**config.mk**
```make
export PLATFORM = sky130hd
export DESIGN_NAME = conv_1x1_pw_project
export DESIGN_NICKNAME = d
export VERILOG_FILES = /design/src/rtl/conv_1x1_pw_project.sv
export SDC_FILE = /design/constraint.sdc
export NUM_CORES = 2
export LEC_CHECK = 0
export BUFFER_PORTS_ARGS = -buffer_cell sky130_fd_sc_hd__buf_2
export CORE_MARGIN = 2
export CORE_UTILIZATION = 25
export CTS_BUF_LIST = sky130_fd_sc_hd__clkbuf_2 sky130_fd_sc_hd__clkbuf_4 sky130_fd_sc_hd__clkbuf_8
export DETAILED_ROUTE_END_ITERATION = 10
export GPL_ROUTABILITY_DRIVEN = 1
export GPL_TIMING_DRIVEN = 0
export HOLD_SLACK_MARGIN = 0.02
export SETUP_SLACK_MARGIN = 0.05
export SYNTH_ARGS = -nofsm -noshare
export SYNTH_HDL_FRONTEND = slang
export SYNTH_SLANG_ARGS = --single-unit
```
**constraint.sdc**
```tcl
create_clock -name clk -period 12.3 [get_ports clk]
set_clock_uncertainty 0.15 [all_clocks]
set_input_delay 0.615 -clock clk [delete_from_list [all_inputs] [get_ports clk]]
set_output_delay 0.615 -clock clk [all_outputs]
set_load 0.01 [all_outputs]
```
**src/rtl/conv_1x1_pw_project.sv**
```systemverilog
// Pointwise 1x1 projection: accumulates IN_CHANNELS beats per pixel
// into OUT_CHANNELS parallel sums, then streams them out one per beat.
module conv_1x1_pw_project #(
  parameter int IN_CHANNELS  = 16,
  parameter int OUT_CHANNELS = 8,
  parameter int DATA_WIDTH   = 16,
  parameter int ACC_WIDTH    = 32
) (
  input  logic                         clk,
  input  logic                         rst,
  input  logic                         valid_in,
  input  logic signed [DATA_WIDTH-1:0] data_in,
  input  logic [7:0]                   channel_in,
  input  logic [7:0]                   row_in,
  input  logic [7:0]                   col_in,
  output logic                         ready,
  output logic                         valid_out,
  input  logic                         out_ready,
  output logic signed [DATA_WIDTH-1:0] data_out,
  output logic [7:0]                   channel_out,
  output logic [7:0]                   row_out,
  output logic [7:0]                   col_out,
  output logic                         seq_err
);

  localparam int KW =
    (OUT_CHANNELS > 1) ? $clog2(OUT_CHANNELS) : 1;
  localparam logic [7:0] LAST_CH =
    8'(IN_CHANNELS - 1);
  localparam logic [KW-1:0] LAST_K =
    KW'(OUT_CHANNELS - 1);
  localparam logic signed [ACC_WIDTH-1:0] SAT_MAX =
    ACC_WIDTH'((64'sd1 <<< (DATA_WIDTH - 1)) - 64'sd1);
  localparam logic signed [ACC_WIDTH-1:0] SAT_MIN =
    ~SAT_MAX;

  typedef enum logic {
    ACCUM,
    EMIT
  } state_t;

  state_t                       state_q;
  logic                         ready_q;
  logic                         valid_q;
  logic                         seq_err_q;
  logic [7:0]                   exp_ch_q;
  logic [KW-1:0]                k_q;
  logic [KW-1:0]                k_nx;
  logic signed [DATA_WIDTH-1:0] data_q;
  logic [7:0]                   ch_out_q;
  logic [7:0]                   row_q;
  logic [7:0]                   col_q;

  logic signed [ACC_WIDTH-1:0] acc_q [OUT_CHANNELS];
  logic signed [ACC_WIDTH-1:0] acc_d [OUT_CHANNELS];
  logic signed [ACC_WIDTH-1:0] prod  [OUT_CHANNELS];
  logic signed [ACC_WIDTH-1:0] wgt   [OUT_CHANNELS];
  logic [7:0]                  wbits [OUT_CHANNELS];

  // Q.7 rescale with floor rounding, clamped to the output range
  function automatic logic signed [DATA_WIDTH-1:0] sat(
    input logic signed [ACC_WIDTH-1:0] a
  );
    logic signed [ACC_WIDTH-1:0] s;
    s = a >>> 7;
    if (s > SAT_MAX) s = SAT_MAX;
    else if (s < SAT_MIN) s = SAT_MIN;
    return DATA_WIDTH'(s);
  endfunction

  assign k_nx        = k_q + KW'(1);
  assign ready       = ready_q;
  assign valid_out   = valid_q;
  assign seq_err     = seq_err_q;
  assign data_out    = data_q;
  assign channel_out = ch_out_q;
  assign row_out     = row_q;
  assign col_out     = col_q;

  // Weights are generated arithmetically; the 8-bit wrap minus 128
  // is the same as flipping the MSB of the wrapped index.
  // Channel 0 always starts a fresh sum, anything else adds on.
  always_comb begin
    for (int o = 0; o < OUT_CHANNELS; o++) begin
      wbits[o] = 8'(o * IN_CHANNELS + int'(channel_in) + 7);
      wgt[o]   = ACC_WIDTH'($signed({~wbits[o][7],
                                     wbits[o][6:0]}));
      prod[o]  = ACC_WIDTH'(data_in) * wgt[o];
      acc_d[o] = (channel_in == 8'd0) ? prod[o]
                                      : acc_q[o] + prod[o];
    end
  end

  // Control FSM, accumulators and registered output beat
  always_ff @(posedge clk) begin
    seq_err_q <= 1'b0;
    if (rst) begin
      state_q  <= ACCUM;
      ready_q  <= 1'b1;
      valid_q  <= 1'b0;
      exp_ch_q <= '0;
      k_q      <= '0;
      data_q   <= '0;
      ch_out_q <= '0;
      row_q    <= '0;
      col_q    <= '0;
      for (int o = 0; o < OUT_CHANNELS; o++) begin
        acc_q[o] <= '0;
      end
    end else begin
      unique case (state_q)
        ACCUM: begin
          if (valid_in) begin
            if (channel_in == exp_ch_q) begin
              acc_q <= acc_d;
              if (exp_ch_q == 8'd0) begin
                row_q <= row_in;
                col_q <= col_in;
              end
              if (exp_ch_q == LAST_CH) begin
                state_q  <= EMIT;
                ready_q  <= 1'b0;
                valid_q  <= 1'b1;
                exp_ch_q <= '0;
                k_q      <= '0;
                data_q   <= sat(acc_d[0]);
                ch_out_q <= '0;
              end else begin
                exp_ch_q <= exp_ch_q + 8'd1;
              end
            end else begin
              seq_err_q <= 1'b1;
              if (channel_in == 8'd0) begin
                acc_q    <= acc_d;
                row_q    <= row_in;
                col_q    <= col_in;
                exp_ch_q <= 8'd1;
              end else begin
                exp_ch_q <= '0;
              end
            end
          end
        end
        EMIT: begin
          if (out_ready) begin
            if (k_q == LAST_K) begin
              state_q <= ACCUM;
              ready_q <= 1'b1;
              valid_q <= 1'b0;
              k_q     <= '0;
            end else begin
              k_q      <= k_nx;
              data_q   <= sat(acc_q[k_nx]);
              ch_out_q <= 8'(k_nx);
            end
          end
        end
      endcase
    end
  end

endmodule

```
Word level (Yosys, flattened, before mapping)
Index checks and enable logic that the tools add are counted.
Operators by class
  equal/unequal tests: 10
  reductions and logical operators: 10
  multiply operators: 8
  order comparisons: 5
  add/subtract/negate cells: 25
  muxes and demuxes: 63
  bitwise logic cells: 11
Operators with widths (number)
  256-bit 2-to-1 mux: 2
  32-bit 2-to-1 mux: 10
  32-bit by 24-bit adder with 32-bit output: 8
  16-bit by 8-bit multiplier with 24-bit output: 8
  16-bit 2-to-1 mux: 9
  8-bit 2-to-1 mux: 13
  32-bit binary-select mux with 3-bit select: 1
  8-bit by 3-bit adder with 8-bit output, second input constant: 8
  25-bit by 16-bit > comparator with 1-bit output, second input constant: 2
  25-bit by 16-bit < comparator with 1-bit output, second input constant: 2
  7-bit by 8-bit adder with 8-bit output, first input constant: 4
  16-bit case mux with 2 select lines: 1
  1-bit 2-to-1 mux: 17
  6-bit by 8-bit adder with 8-bit output, first input constant: 2
  8-bit zero test: 2
  8-bit case mux with 2 select lines: 1
  3-bit 2-to-1 mux: 5
  2-bit != test, second input constant: 5
  1-bit NOT: 10
  5-bit AND reduction: 2
  5-bit by 8-bit adder with 8-bit output, first input constant: 1
  8-bit by 1-bit adder with 8-bit output, second input constant: 1
  8-bit by 4-bit equality test with 1-bit output, second input constant: 1
  8-bit equality test: 1
  other kinds (12): 16
Word-level totals
  output and inout bits: 43
  bits of input ports: 44
  flip-flop bits (word level): 311
  word-level logic and storage cells: 150

Depth between registers and ports, before layout
  depth in word-level cells: 12
  depth in mapped cells: 43

Worst setup path before layout
No wires, ideal clock.
  path kind: input port to flip-flop
  from: input port channel_in[0]
  to: register acc_q[95] (netlist name)
  path slack: 2.873 ns
  setup time: 0.138 ns
  data required time: 12.012 ns
  arrival time: 9.139 ns
  stages on the path: 36
  cells stage by stage: clkbuf_1 -> clkbuf_1 -> inv_1 -> ha_1 -> nor2b_1 -> nand2b_1 -> inv_1 -> o21ai_0 -> xor2_1 -> clkbuf_1 -> nand2_1 -> fa_1 -> fa_1 -> fa_1 -> fa_1 -> inv_1 -> ha_1 -> a21o_1 -> a21o_1 -> a21o_1 -> a21oi_1 -> o21ai_0 -> a2111oi_2 -> o21bai_1 -> a21oi_1 -> xor2_1 -> ha_1 -> nand2_1 -> or3b_2 -> o2111a_1 -> o31ai_1 -> a21o_1 -> a21oi_1 -> nor3b_1 -> o31ai_1 -> a41oi_1
On the way
  longest elaborated chain between the ends: 8
  elaborated cells between the ends (all ways): 12
  classes of those cells: add/sub: 3; mul: 1; eq/ne: 1; mux: 3; bitwise: 1; reduce/logical: 3
RTL lines
  start: declaration: RTL line 13  | input logic [7:0] channel_in,
  7-bit by 8-bit adder with 8-bit output: RTL line 85  | wbits[o] = 8'(o * IN_CHANNELS + int'(channel_in) + 7);
  8-bit by 3-bit adder with 8-bit output: RTL line 85
  1-bit NOT: RTL line 86  | wgt[o] = ACC_WIDTH'($signed({~wbits[o][7],
  16-bit by 8-bit multiplier with 24-bit output: RTL line 88  | prod[o] = ACC_WIDTH'(data_in) * wgt[o];
  32-bit by 24-bit adder with 32-bit output: RTL line 90  | : acc_q[o] + prod[o];
  32-bit 2-to-1 mux: RTL line 89  | acc_d[o] = (channel_in == 8'd0) ? prod[o]
  256-bit 2-to-1 mux: RTL line 133  | if (channel_in == 8'd0) begin
  256-bit 2-to-1 mux: RTL line 114  | if (channel_in == exp_ch_q) begin
  end signal: indexed assignment: RTL line 108  | acc_q[o] <= '0;
  end signal: assignment: RTL line 115  | acc_q <= acc_d;
  end signal: assignment: RTL line 134  | acc_q <= acc_d;
  end: declaration: RTL line 54  | logic signed [ACC_WIDTH-1:0] acc_q [OUT_CHANNELS];
Several ways; a longest one is shown, not always the timed one. The select of a mux whose other input is x is not followed.
A chain may end at the register's enable or synchronous reset.

Final worst setup path
Same ends and word-level chain as after synthesis.

==> parameters.txt <==
Parameter                              Value

Critical path
  Worst Setup EP    acc_q[95]$_SDFFE_PP0P_
  Startpoint type of the worst setup path    input port
  R2r setup slk    roughly 7.0 ns
  Data arrival, critical path    roughly 12 ns
  End of the worst register-to-register path    data_out[13]$_SDFFE_PP0P_
  Depth of the worst register-to-register path    9
  Maximum fanout encountered on the critical timing path    19
  Category of the most critical setup path    in2reg
  Slowest cell on crit path    sky130_fd_sc_hd__xor2_1
  Startpoint of the worst setup timing path    channel_in[0]
  Reg-to-reg startpoint    k_q[0]$_SDFFE_PP0P_
  Worst setup EP type    flop
  Crit-path max cell delay    between 0.9 and 1 ns
  Required arrival time at the worst endpoint    12.69 ns

Min path
  Type of the worst min-delay path    in2reg
  Origin of the worst min-delay path    out_ready

Placement
  Placed wire-length estimate    176700 um
  Final weighted congestion in routability-driven placement    just over 1
  Count of input and output buffers    75
  DP Worst Slack    -1.425 ns

CTS
  Clock tree from TritonCTS    done
  Clock Path Buffers    3
  Number of buffers created by CTS    between 50 and 60
  Number of post-CTS setup repair buffers    0
  H-tree depth    2
  Worst-path clk slew    0.07 ns
  Clock sink count    roughly 310
  Root Buffer Master    sky130_fd_sc_hd__clkbuf_8
  Later-pin clock latency in the skew report    about 0.73 ns

GRT
  Largest net degree at the start of global routing    18
  Global-route wire length before repair    between 300000 and 400000 um
  All-layer global routing usage    20.32%
  Number of antenna violations at the first check in global routing    11
  Total congestion overflow    0
  Vias in the first global route    46020

Die
  Floorplan row count    between 150 and 200
  Core box area    ~200000 um^2
  Total Die Area    between 200000 and 250000 um^2
  Height of the chip    451.6 um
  Io pins    slightly below 90
  Die width    approximately 450 um
  Effective utilization at floorplan    about a quarter

Logic synthesis
  EDFF count, synth    0
  Total number of yosys warnings    0
  Per-instance average area after synthesis    roughly 8.5 um^2
  Post-synthesis instance area    about 50000 um^2
  Synthesized instance count    a little under 6000
  Number of distinct library cells after synthesis    just over 90
  Async SR Flop Fraction    0%
  Main synth FF type    sky130_fd_sc_hd__dfxtp_1
  Number of flip-flops and latches in the synthesized netlist    ~300
  Seq/Total Area, Yosys    between 10% and 20%

Timing
  Final min period    11.70 ns
  Fmax achieved    0.08549 GHz
  Max-slew violation count    28
  Transition time at the pin with the least slew margin    approximately 1.6 ns
  Final count of hold timing violations    0
  Final WS setup    between 0.6 and 0.7 ns
  Worst max-slew margin expressed relative to the limit    -7.840%
  Share of the cycle needed by the critical path after routing    roughly 95%
  Number of setup violations in the final report    0
  RSZ-0062 raised after global routing    no

Layout
  Share of layout cells above drive strength 1    around 6.0%
  Total number of nets in the final design    a little over 7000
  Synthesis-to-layout area growth    10.65%

Drt
  Number of remaining DRC errors    0
  Routed vias    46311
  Per-cell via count in the routed design    roughly 5.3
  Number of DRC markers after the initial detailed-route iteration    about 5000
  Routed len/inst    between 20 and 25 um
  Routed Wire Length    212600 um
  Antenna violation net count after detailed routing    0
  Detailed-router iteration count before antenna repair    6

Run status
  Failing checks    capacitance limit, slew limit
  Run status    finished with violations

Flow run
  Number of max-cap violations    5
-- what timing repair did --
item	4_1_cts	5_1_grt
hold buffers	16	0
gates resized for setup	5	5
endpoints found under the setup margin	30	24
hold endpoints to repair	16	0
-- worst max-delay path: cells and delay by family --
kind,cells,cell delay [ns]
xor+xnor,2,1.84
fa+ha+maj,7,3.09
compound gates,15,3.41
simple gates,6,1.62
buf+inv,5,1.47
-- cell usage in the layout (no fill, tap or decap), types with 78 or more instances in the layout --
cell type,Yosys,routed
sky130_fd_sc_hd__a211oi_1,93,93
sky130_fd_sc_hd__a21o_1,158,158
sky130_fd_sc_hd__a21oi_1,471,471
sky130_fd_sc_hd__buf_2,3,78
sky130_fd_sc_hd__clkbuf_1,207,203
sky130_fd_sc_hd__dfxtp_1,306,306
sky130_fd_sc_hd__fa_1,631,631
sky130_fd_sc_hd__ha_1,446,446
sky130_fd_sc_hd__inv_1,647,647
sky130_fd_sc_hd__nand2_1,487,487
sky130_fd_sc_hd__nand2b_1,97,97
sky130_fd_sc_hd__nor2_1,488,488
sky130_fd_sc_hd__nor2b_1,80,80
sky130_fd_sc_hd__nor3_1,99,99
sky130_fd_sc_hd__o21ai_0,327,327
sky130_fd_sc_hd__or2_2,80,80
sky130_fd_sc_hd__xnor2_1,286,276
sky130_fd_sc_hd__xor2_1,122,118
-- synth_stat cells, drive strengths merged (80+ instances only) --
library cell	count	area share [%]
inv	647	4.8
xor2	122	2.1
nand2b	97	1.2
nor3	99	0.99
nand2	487	3.6
or2	81	1.0
a211oi	95	1.4
dfxtp	306	12
clkbuf	207	1.6
o21ai	343	3.4
a21o	158	2.4
a21oi	472	4.7
xnor2	287	5.0
ha	446	11
fa	631	25
nor2b	80	1.0
nor2	488	3.7
-- how the worst min path moves through the flow --
stage | end | slack (ns) | cells past startpoint
2_1_floorplan | acc_q[42]$_SDFFE_PP0P_ | 0.30 | 2
3_3_place_gp | data_out[7]$_SDFFE_PP0P_ | 0.29 | 2
3_5_place_dp | data_out[2]$_SDFFE_PP0P_ | 0.31 | 2
4_1_cts | state_q$_SDFF_PP0_ | 0.08 | 4
5_1_grt | state_q$_SDFF_PP0_ | 0.16 | 4
6_report | state_q$_SDFF_PP0_ | 0.09 | 4
-- area by class of cell --
cell class | instances | area, um^2
clock buffer | 86 | 1077
multi-input combinational | 4717 | 40740
buffer | 243 | 938.4
sequential | 306 | 6126
timing repair buffer | 93 | 554.3
tap | 2656 | 3323
antenna | 4 | 10.01
fill | 21515 | 144000
inverter | 647 | 2429
clock inverter | 14 | 227.7
-- registers in the layout, summed over array words and instances (netlist names) --
register,cells
acc_q,256
data_out,16
col_out,8
exp_ch_q,8
row_out,8
channel_out,3
k_q,3
ready,1
seq_err,1
state_q,1
valid_out,1
-- metrics by stage --
stage | hold WS (ns) | instances | area, um^2 | util, % | TNS, ns
final | 0.09177 | 8766 | 55420 | 27.79 | 0
after CTS | 0.07880 | 8762 | 55330 | 27.74 | 0
after detailed placement | 0.3106 | 8646 | 53830 | 26.99 | -41.83
after global placement | 0.2949 | 8645 | 53800 | 26.97 | -52.08
after global routing | 0.1579 | 8763 | 55410 | 27.78 | 0
after floorplan | 0.2960 | 5914 | 50100 | - | 0
-- kinds of logic (layout without fill, tap and decap cells) --
group	after synthesis	count (layout)	share of synthesized area, %
flip-flops	306	306	12.23
adder cells (fa/ha/maj)	1077	1077	36.36
other	1	9	0.007487
AO/OA/AOI/OAI	1491	1491	18.95
AND/OR/NAND/NOR	1633	1633	15.27
XOR/XNOR	409	409	7.167
multiplexers	102	102	3.290
buffers and inverters	891	1083	6.722
-- routing by layer --
layer  routed length (um)  global-route usage (%)  share of wire [%]
met5                   60                       0              0.028
met3                20740                   4.492                9.8
met4                11090                   9.281                5.2
met2                91820                   31.40                 43
met1                88870                   26.96                 42
Power is left out: the tool's default activity adds up to more than one toggle a clock period on the data nets, which glitch-free logic cannot reach.
